## src/rtl/pipeline_adder_arbiter_pkg.sv

```systemverilog
// Shared constants for the arbitrated pipelined adder: latencies and the
// requester-index width helper.
package pipeline_adder_arbiter_pkg;

  localparam int ADD_LAT   = 2;
  localparam int TOTAL_LAT = ADD_LAT + 1;

  // A requester index needs at least one bit even for two requesters.
  function automatic int id_w(input int n);
    return (n <= 2) ? 1 : $clog2(n);
  endfunction

endpackage

```

## src/rtl/pipeline_rc_adder.sv

```systemverilog
// Two-stage ripple-carry adder: the low half resolves in the first stage, the
// high half plus the registered mid carry in the second. Datapath only, no reset.
module pipeline_rc_adder #(
  parameter int WIDTH = 64
) (
  input  logic             clk,
  input  logic [WIDTH-1:0] a,
  input  logic [WIDTH-1:0] b,
  input  logic             cin,
  output logic [WIDTH-1:0] sum,
  output logic             cout
);

  localparam int LO_W = WIDTH / 2;
  localparam int HI_W = WIDTH - LO_W;

  logic [LO_W:0]   lo_p1;
  logic [HI_W-1:0] a_hi_p1;
  logic [HI_W-1:0] b_hi_p1;
  logic [LO_W-1:0] lo_p2;
  logic [HI_W:0]   hi_p2;

  // stage 1: low half, high operands carried along
  always_ff @(posedge clk) begin
    lo_p1   <= {1'b0, a[LO_W-1:0]} + {1'b0, b[LO_W-1:0]} + {{LO_W{1'b0}}, cin};
    a_hi_p1 <= a[WIDTH-1:LO_W];
    b_hi_p1 <= b[WIDTH-1:LO_W];
  end

  // stage 2: high half consumes the low-half carry
  always_ff @(posedge clk) begin
    lo_p2 <= lo_p1[LO_W-1:0];
    hi_p2 <= {1'b0, a_hi_p1} + {1'b0, b_hi_p1} + {{HI_W{1'b0}}, lo_p1[LO_W]};
  end

  assign sum  = {hi_p2[HI_W-1:0], lo_p2};
  assign cout = hi_p2[HI_W];

endmodule

```

## src/rtl/pipeline_adder_arbiter.sv

```systemverilog
// Round-robin arbiter in front of one shared two-stage adder; results come back
// in acceptance order with a fixed latency, tagged with the requester index.
module pipeline_adder_arbiter
  import pipeline_adder_arbiter_pkg::*;
#(
  parameter  int WIDTH = 64,
  parameter  int NREQ  = 4,
  localparam int IDW   = id_w(NREQ)
) (
  input  logic                  clk,
  input  logic                  rst,
  input  logic [NREQ-1:0]       req_valid,
  input  logic [NREQ*WIDTH-1:0] req_a,
  input  logic [NREQ*WIDTH-1:0] req_b,
  input  logic [NREQ-1:0]       req_cin,
  output logic [NREQ-1:0]       req_ready,
  output logic                  rsp_valid,
  output logic [IDW-1:0]        rsp_id,
  output logic [WIDTH-1:0]      rsp_sum,
  output logic                  rsp_cout,
  output logic [1:0]            inflight
);

  logic [IDW-1:0]       ptr;
  logic [IDW-1:0]       gid;
  logic [NREQ-1:0]      grant;
  logic                 accept;
  logic [WIDTH-1:0]     a_p0;
  logic [WIDTH-1:0]     b_p0;
  logic                 cin_p0;
  logic [TOTAL_LAT-1:0] vld_sr;
  logic [IDW-1:0]       id_sr [TOTAL_LAT];

  // First valid requester at or above the pointer, wrapping past NREQ-1.
  always_comb begin
    int             j;
    logic           found;
    logic [IDW-1:0] idx;
    grant = '0;
    gid   = '0;
    found = 1'b0;
    j     = 0;
    idx   = '0;
    for (int i = 0; i < NREQ; i++) begin
      j = int'(ptr) + i;
      if (j >= NREQ) j = j - NREQ;
      idx = IDW'(j);
      if (!found && req_valid[idx]) begin
        found      = 1'b1;
        grant[idx] = 1'b1;
        gid        = idx;
      end
    end
  end

  assign req_ready = rst ? '0 : grant;
  assign accept    = |(req_valid & req_ready);

  // issue register: operands of the winner, captured only on acceptance
  always_ff @(posedge clk) begin
    if (accept) begin
      a_p0   <= req_a[int'(gid)*WIDTH +: WIDTH];
      b_p0   <= req_b[int'(gid)*WIDTH +: WIDTH];
      cin_p0 <= req_cin[gid];
    end
  end

  pipeline_rc_adder #(.WIDTH(WIDTH)) u_adder (
    .clk  (clk),
    .a    (a_p0),
    .b    (b_p0),
    .cin  (cin_p0),
    .sum  (rsp_sum),
    .cout (rsp_cout)
  );

  // Control state: pointer, valid shift register and occupancy count.
  always_ff @(posedge clk or posedge rst) begin
    if (rst) begin
      ptr      <= '0;
      vld_sr   <= '0;
      inflight <= 2'd0;
    end else begin
      if (accept) ptr <= (int'(gid) == NREQ - 1) ? '0 : gid + 1'b1;
      vld_sr <= {vld_sr[TOTAL_LAT-2:0], accept};
      case ({accept, rsp_valid})
        2'b10:   inflight <= inflight + 2'd1;
        2'b01:   inflight <= inflight - 2'd1;
        default: inflight <= inflight;
      endcase
    end
  end

  // Requester index rides alongside the adder stages; masked by vld_sr.
  always_ff @(posedge clk) begin
    id_sr[0] <= gid;
    for (int k = 1; k < TOTAL_LAT; k++) id_sr[k] <= id_sr[k-1];
  end

  assign rsp_valid = vld_sr[TOTAL_LAT-1];
  assign rsp_id    = id_sr[TOTAL_LAT-1];

endmodule

```

## config.mk

```make
export PLATFORM = sky130hd
export DESIGN_NAME = pipeline_adder_arbiter
export DESIGN_NICKNAME = d
export VERILOG_FILES = /design/src/rtl/pipeline_adder_arbiter_pkg.sv /design/src/rtl/pipeline_rc_adder.sv /design/src/rtl/pipeline_adder_arbiter.sv
export SDC_FILE = /design/constraint.sdc
export NUM_CORES = 1
export LEC_CHECK = 0
export BUFFER_PORTS_ARGS = -buffer_cell sky130_fd_sc_hd__buf_2
export CORE_AREA = 2 2 235 237
export DETAILED_ROUTE_END_ITERATION = 12
export DIE_AREA = 0 0 237 239
export SLEW_MARGIN = 20
export SYNTH_ARGS = -nofsm -noshare
export SYNTH_HDL_FRONTEND = slang
export SYNTH_SLANG_ARGS = --single-unit
```

## constraint.sdc

```tcl
create_clock -name clk -period 13.13 [get_ports clk]
set_clock_uncertainty 0.05 [all_clocks]
set_input_delay 3.2825 -clock clk [delete_from_list [all_inputs] [get_ports clk]]
set_output_delay 3.2825 -clock clk [all_outputs]
set_load 0.02 [all_outputs]
```

# Word-level counts from Yosys, hierarchy flattened
# Memory sizes are Yosys's and may differ from the RTL's.
# Index checks and enable logic that the tools add are counted.
# op_classes
add_sub_neg	14
order_cmp	13
eq_ne	3
shift	2
muxes	36
bitwise	4
n_reduce_logical	12
# ops
op	count
256-bit by 9-bit indexed part select with 64-bit output	2
32-bit by 32-bit adder with 33-bit output	2
33-bit by 1-bit adder with 33-bit output	2
4-bit 2-to-1 mux	5
2-bit 2-to-1 mux	9
2-bit by 3-bit < comparator with 1-bit output, second input constant	5
1-bit 2-to-1 mux	12
4-bit bitwise OR	3
1-bit binary-select mux with 2-bit select	5
2-bit by 1-bit subtractor with 2-bit output, second input constant	5
3-bit greater-or-equal comparator, second input constant	3
1-bit demux with 2-bit select	4
2-bit by 1-bit greater-or-equal comparator with 1-bit output, second input constant	4
1-bit logical AND	7
2-bit by 2-bit adder with 3-bit output, second input constant	2
2-bit by 1-bit adder with 2-bit output, second input constant	2
4-bit bitwise AND	1
2-bit by 1-bit == test with 1-bit output, second input constant	2
2-bit case mux with 2 select lines	1
4-bit OR reduction	1
2-bit by 1-bit adder with 3-bit output, second input constant	1
2-bit by 3-bit greater-or-equal comparator with 1-bit output, second input constant	1
1-bit zero test	3
2-bit == test, second input constant	1
2-bit nonzero test	1
# totals
ff_bits	298
ramBits	6
in_bits	522
out_inout_bits	74
word_cells	96
n_memories	1
# mem_list
name	words	width	rd	rd_clocked_by_memory_dff	wr	line	text
id_sr	3	2	3	0	3	pipeline_adder_arbiter.sv:32	logic [IDW-1:0] id_sr [TOTAL_LAT];

# Longest topological paths before layout
# depth
word_depth	19
mapped_depth	16
depth_no_buf	14

# By module
# A second synthesis with hierarchy kept.
# unflattened
hier_cells	1314
area_unflattened_um2	15851.5
# by_module_without_submodules
mod	n_inst	cells_per_inst	area_per_inst_um2	seq_area_each_um2
pipeline_adder_arbiter	1	670	9142.5	4169.0
pipeline_rc_adder	1	644	6708.9	3243.1

# Least setup slack after synthesis
# Ideal clock, no wire load.
# synth_path
path_type	in2reg
start	input req_valid[2]
end	register inflight[1]
setup_time_ns	0.079
arrival_ns	11.171
required_time_ns	13.001
slack_ns	1.829
cell_stages	12
n_path_buf	1
path_cell_list	buf_2 mux4_2 nor2b_1 a22o_1 mux2_2 a22o_1 a211oi_1 nor2_1 inv_1 ha_1 nor2_1 xor2_1
# synth_between
elab_chain_cells	17
elab_cells_between_ends	31
cone_classes	eq/ne: 2; mux: 17; bitwise: 4; reduce/logical: 8
# synth_rtl
element	line	text
from (decl)	pipeline_adder_arbiter.sv:12	input logic [NREQ-1:0] req_valid,
1-bit binary-select mux with 2-bit select	pipeline_adder_arbiter.sv:48	if (!found && req_valid[idx]) begin
1-bit 2-to-1 mux (not written as such)	pipeline_adder_arbiter.sv:48	
1-bit 2-to-1 mux	pipeline_adder_arbiter.sv:48	
1-bit zero test	pipeline_adder_arbiter.sv:48	
1-bit logical AND	pipeline_adder_arbiter.sv:48	
1-bit 2-to-1 mux	pipeline_adder_arbiter.sv:48	
1-bit zero test	pipeline_adder_arbiter.sv:48	
1-bit logical AND	pipeline_adder_arbiter.sv:48	
[2 not listed]	-	
1-bit logical AND	pipeline_adder_arbiter.sv:48	
4-bit 2-to-1 mux	pipeline_adder_arbiter.sv:48	
4-bit 2-to-1 mux	pipeline_adder_arbiter.sv:56	assign req_ready = rst ? '0 : grant;
4-bit bitwise AND *	pipeline_adder_arbiter.sv:57	assign accept = |(req_valid & req_ready);
4-bit OR reduction *	pipeline_adder_arbiter.sv:57	
named net accept	pipeline_adder_arbiter.sv:27	logic accept;
2-bit by 1-bit == test with 1-bit output or 2-bit == test (tied branches)	pipeline_adder_arbiter.sv:86	case ({accept, rsp_valid})
2-bit case mux with 2 select lines or 2-bit nonzero test (tied branches)	-	
to (signal assigned)	pipeline_adder_arbiter.sv:87	2'b10: inflight <= inflight + 2'd1;
to (signal assigned)	pipeline_adder_arbiter.sv:88	2'b01: inflight <= inflight - 2'd1;
to (signal assigned)	pipeline_adder_arbiter.sv:89	default: inflight <= inflight;
to (decl)	pipeline_adder_arbiter.sv:21	output logic [1:0] inflight
# Mark *: on every way through the listed nets, which the timed path passes. The rest lies on a longest branch. The select of a mux whose other input is x is not followed.
# A chain may end at the register's enable or synchronous reset.

# Final worst setup path
# layout_path
start	input req_valid[1]
end	output req_ready[2]
# layout_between
elab_chain_cells	13
elab_cells_between_ends	25
cone_classes	mux: 16; bitwise: 3; reduce/logical: 6
# layout_rtl
element	line	text
1-bit binary-select mux with 2-bit select	pipeline_adder_arbiter.sv:48	
1-bit 2-to-1 mux (not written as such)	pipeline_adder_arbiter.sv:48	
1-bit 2-to-1 mux	pipeline_adder_arbiter.sv:48	
1-bit zero test	pipeline_adder_arbiter.sv:48	
1-bit logical AND	pipeline_adder_arbiter.sv:48	
1-bit 2-to-1 mux	pipeline_adder_arbiter.sv:48	
1-bit zero test	pipeline_adder_arbiter.sv:48	
1-bit logical AND	pipeline_adder_arbiter.sv:48	
1-bit 2-to-1 mux	pipeline_adder_arbiter.sv:48	
1-bit zero test	pipeline_adder_arbiter.sv:48	
1-bit logical AND	pipeline_adder_arbiter.sv:48	
4-bit 2-to-1 mux *	pipeline_adder_arbiter.sv:48	
4-bit 2-to-1 mux *	pipeline_adder_arbiter.sv:56	
to (decl)	pipeline_adder_arbiter.sv:16	output logic [NREQ-1:0] req_ready,
# Every way passes the cells marked *; elsewhere a longest branch is shown, timed or not. The select of a mux whose other input is x is not followed.

==> impl_metrics.env <==
export IMPL_ys_seq_area_frac=0.488
export IMPL_cts_sinks=304
export IMPL_synth_simple_area_share=0.224
export IMPL_synth_compound_area_share=0.138
export IMPL_clkLatencyLatePin_ns=0.55
export IMPL_max_slew_margin=0.304
export IMPL_vias=14300
export IMPL_routedWlPerCell_microns=17.8
export IMPL_powerDensity_nw_per_um2=350
export IMPL_arrival_ns=5.00
export IMPL_h_tree_depth=2
export IMPL_hold_viol_final=0
export IMPL_detail_route_first_pass_iterations=5
export IMPL_grt_pass1_wl_microns=77800
export IMPL_status="completed"
export IMPL_grt_busiest_layer="met2"
export IMPL_die_area_sq_um=56600
export IMPL_ioPinCount=596
export IMPL_fin_nets=2812
export IMPL_finalCriticalPeriod_ns=8.33
export IMPL_drive_above_1_share=0.301
export IMPL_syn_inst=1668
export IMPL_ys_types=70
export IMPL_cts_resized=0
export IMPL_syn_num_nets=2265
export IMPL_synth_area_per_cell_sq_um=9.11
export IMPL_start_util=0.280
export IMPL_fin_ws_ns=4.80
export IMPL_clock_path_buffers=3
export IMPL_ir_worst_vdd_uv=264
export IMPL_ys_seq_elements=304
export IMPL_port_buffers=595
export IMPL_drv_slew=0
export IMPL_gp_congestion=0.937
export IMPL_crit_path_start_kind="primary input"
export IMPL_use_met2=0.303
export IMPL_fin_crit_sh=0.634
export IMPL_clkTransAtPathRegs_ns=0.06
export IMPL_hold_class="reg -> reg"
export IMPL_synth_warnings=0
export IMPL_synthAdderAreaFrac=0.0637
export IMPL_synth_edf_count=129
export IMPL_grt_total_usage=0.179
export IMPL_core_area_sq_um=54300
export IMPL_grt_overflow_total=0
export IMPL_grt_use_met3=0.0313
export IMPL_synth_async_reset_ratio=0.0230
export IMPL_required_ns=9.80
export IMPL_synthXorXnorAreaFrac=0.0334
export IMPL_drt_vias_per_instance=4.83
export IMPL_cp_max_fo=12
export IMPL_antenna_found_initial=9
export IMPL_rows=86
export IMPL_end_kind="output port"
export IMPL_rsz0062_at_grt="no"
export IMPL_worst_slew_pin_slew_ns=1.04
export IMPL_p_leak_nw=9.35
export IMPL_hold_path_cell_count=0
export IMPL_areaGrowthSynthToFinish_pct=30.4
export IMPL_die_y_microns=239
export IMPL_grt_max_degree=165
export IMPL_synth_mux_area_frac=0.00791
export IMPL_ys_flop_type="dfxtp_1"
export IMPL_finalWirelength_microns=52400
export IMPL_r2r_cells=14
export IMPL_grt_pass1_vias=13600
export IMPL_critical_path_class="in -> out"
export IMPL_dp_hpwl_microns=40700
export IMPL_cts_setup_buffers=0
export IMPL_mostFrequentLayoutCell="buf_2"
export IMPL_tns_ns=0
export IMPL_drt_iter0_drc=843
export IMPL_grt_met1_usage=0.232
export IMPL_cts_tree="done"
export IMPL_detail_route_antenna_nets=0
export IMPL_synth_top_family_by_area="simple AND/OR/NAND/NOR gates"
export IMPL_syn_cell_area_sq_um=15200
export IMPL_clockRootBuffer="clkbuf_16"
export IMPL_dp_slack_ns=4.80
export IMPL_final_cell_mix="595 x buf_2, 541 x nand2_1, 168 x dfxtp_1"
export IMPL_cts_hold_buffers=0
export IMPL_drcViolationCount=0
export IMPL_die_x_microns=237
export IMPL_fmax_mhz=120
export IMPL_max_cap_viol_count=0
export IMPL_cts_buffers=36
export IMPL_setup_violations=0
==> cells by family (layout without fill, tap and decap cells) <==
kind of cell	count (synthesis)	count (layout)
buffers and inverters	125	700
XOR/XNOR	58	58
flip-flops	304	304
other	0	2
adder cells (fa/ha/maj)	75	75
multiplexers	8	8
AO/OA/AOI/OAI	318	318
AND/OR/NAND/NOR	780	780
==> worst max-delay path, cell delays in order <==
cell     delay, ns
buf_2         0.18
mux4_2        0.56
nor2b_1       0.29
a22o_1        0.17
mux2_2        0.16
a21oi_1       0.04
nor2_1        0.14
buf_2         0.19
==> path summary, 6_finish.rpt <==
check | startpoint | slack (ns) | to
max in group asynchronous | rst | 10.10 | vld_sr[0]
min reg2reg | u_adder.lo_p1[24] | 0.27 | u_adder.lo_p2[24]
min | u_adder.lo_p1[24] | 0.27 | u_adder.lo_p2[24]
max | req_valid[1] | 4.80 | req_ready[2]
max reg2reg | register | 7.88 | inflight[1]
min in group asynchronous | rst | 2.69 | inflight[0]
==> synth_stat cells (all sizes together) (5+ instances only) <==
library cell / number / share of area
xnor2: 45 / 0.026
a31oi: 138 / 0.057
o21a: 7 / 0.0035
a211oi: 11 / 0.0054
buf: 42 / 0.025
edfxtp: 129 / 0.25
a22o: 5 / 0.0029
nand4: 5 / 0.0021
a21o: 32 / 0.016
nand2b: 10 / 0.0041
dfxtp: 168 / 0.22
o21ai: 27 / 0.0089
nor2b: 5 / 0.0021
a21oi: 53 / 0.018
nand2: 541 / 0.13
nand3: 8 / 0.0026
nor2: 46 / 0.011
dfrtp: 7 / 0.012
o21bai: 7 / 0.0035
inv: 29 / 0.0072
clkbuf: 53 / 0.013
nor3: 12 / 0.0043
ha: 71 / 0.058
xor2: 13 / 0.0075
and3: 133 / 0.055
==> per-layer routing <==
metal,wire (microns),up-vias,share of wire
met2,25100,488,0.48
met3,3180,74,0.061
met1,22800,6731,0.44
met5,42,-,0.00080
li1,-,6955,-
met4,1200,8,0.023
==> per-stage QoR <==
step / hold slack, ns / instances / instance area, sq um / power (mW) / util
after floorplan: 0.260 / 1668 / 15200 / 4.87 / -
after global placement: 0.260 / 2881 / 18600 / 5.87 / 0.342
after detailed placement: 0.262 / 2881 / 18600 / 5.95 / 0.342
after CTS: 0.275 / 2947 / 19800 / 7.04 / 0.365
after global routing: 0.277 / 2948 / 19800 / 7.53 / 0.365
final: 0.274 / 2949 / 19800 / 6.94 / 0.365
==> report_power, final <==
part | switching (mW) | total, mW | internal [mW]
Clock | 0.412 | 1.04 | 0.628
Sequential | 0.231 | 1.98 | 1.75
Combinational | 2.47 | 3.93 | 1.45
==> area by class of cell <==
cell class	instances	area (sq um)
antenna	2	5.00
clock buffer	51	1020
timing repair buffer	604	3050
inverter	30	123
clock inverter	15	216
multi-input combinational	1239	7120
fill	5597	34500
tap	704	881
sequential	304	7410
==> flip-flops by register name, summed over array words and instances, names as in the netlist, named ones only <==
signal           cells
b_p0                64
a_p0                64
ptr                  1
u_adder.hi_p2       33
vld_sr               3
id_sr                6
u_adder.lo_p2       32
u_adder.b_hi_p1     32
cin_p0               1
inflight             2
u_adder.lo_p1       33
u_adder.a_hi_p1     32
No activity file was read; power rests on OpenSTA's default activity.
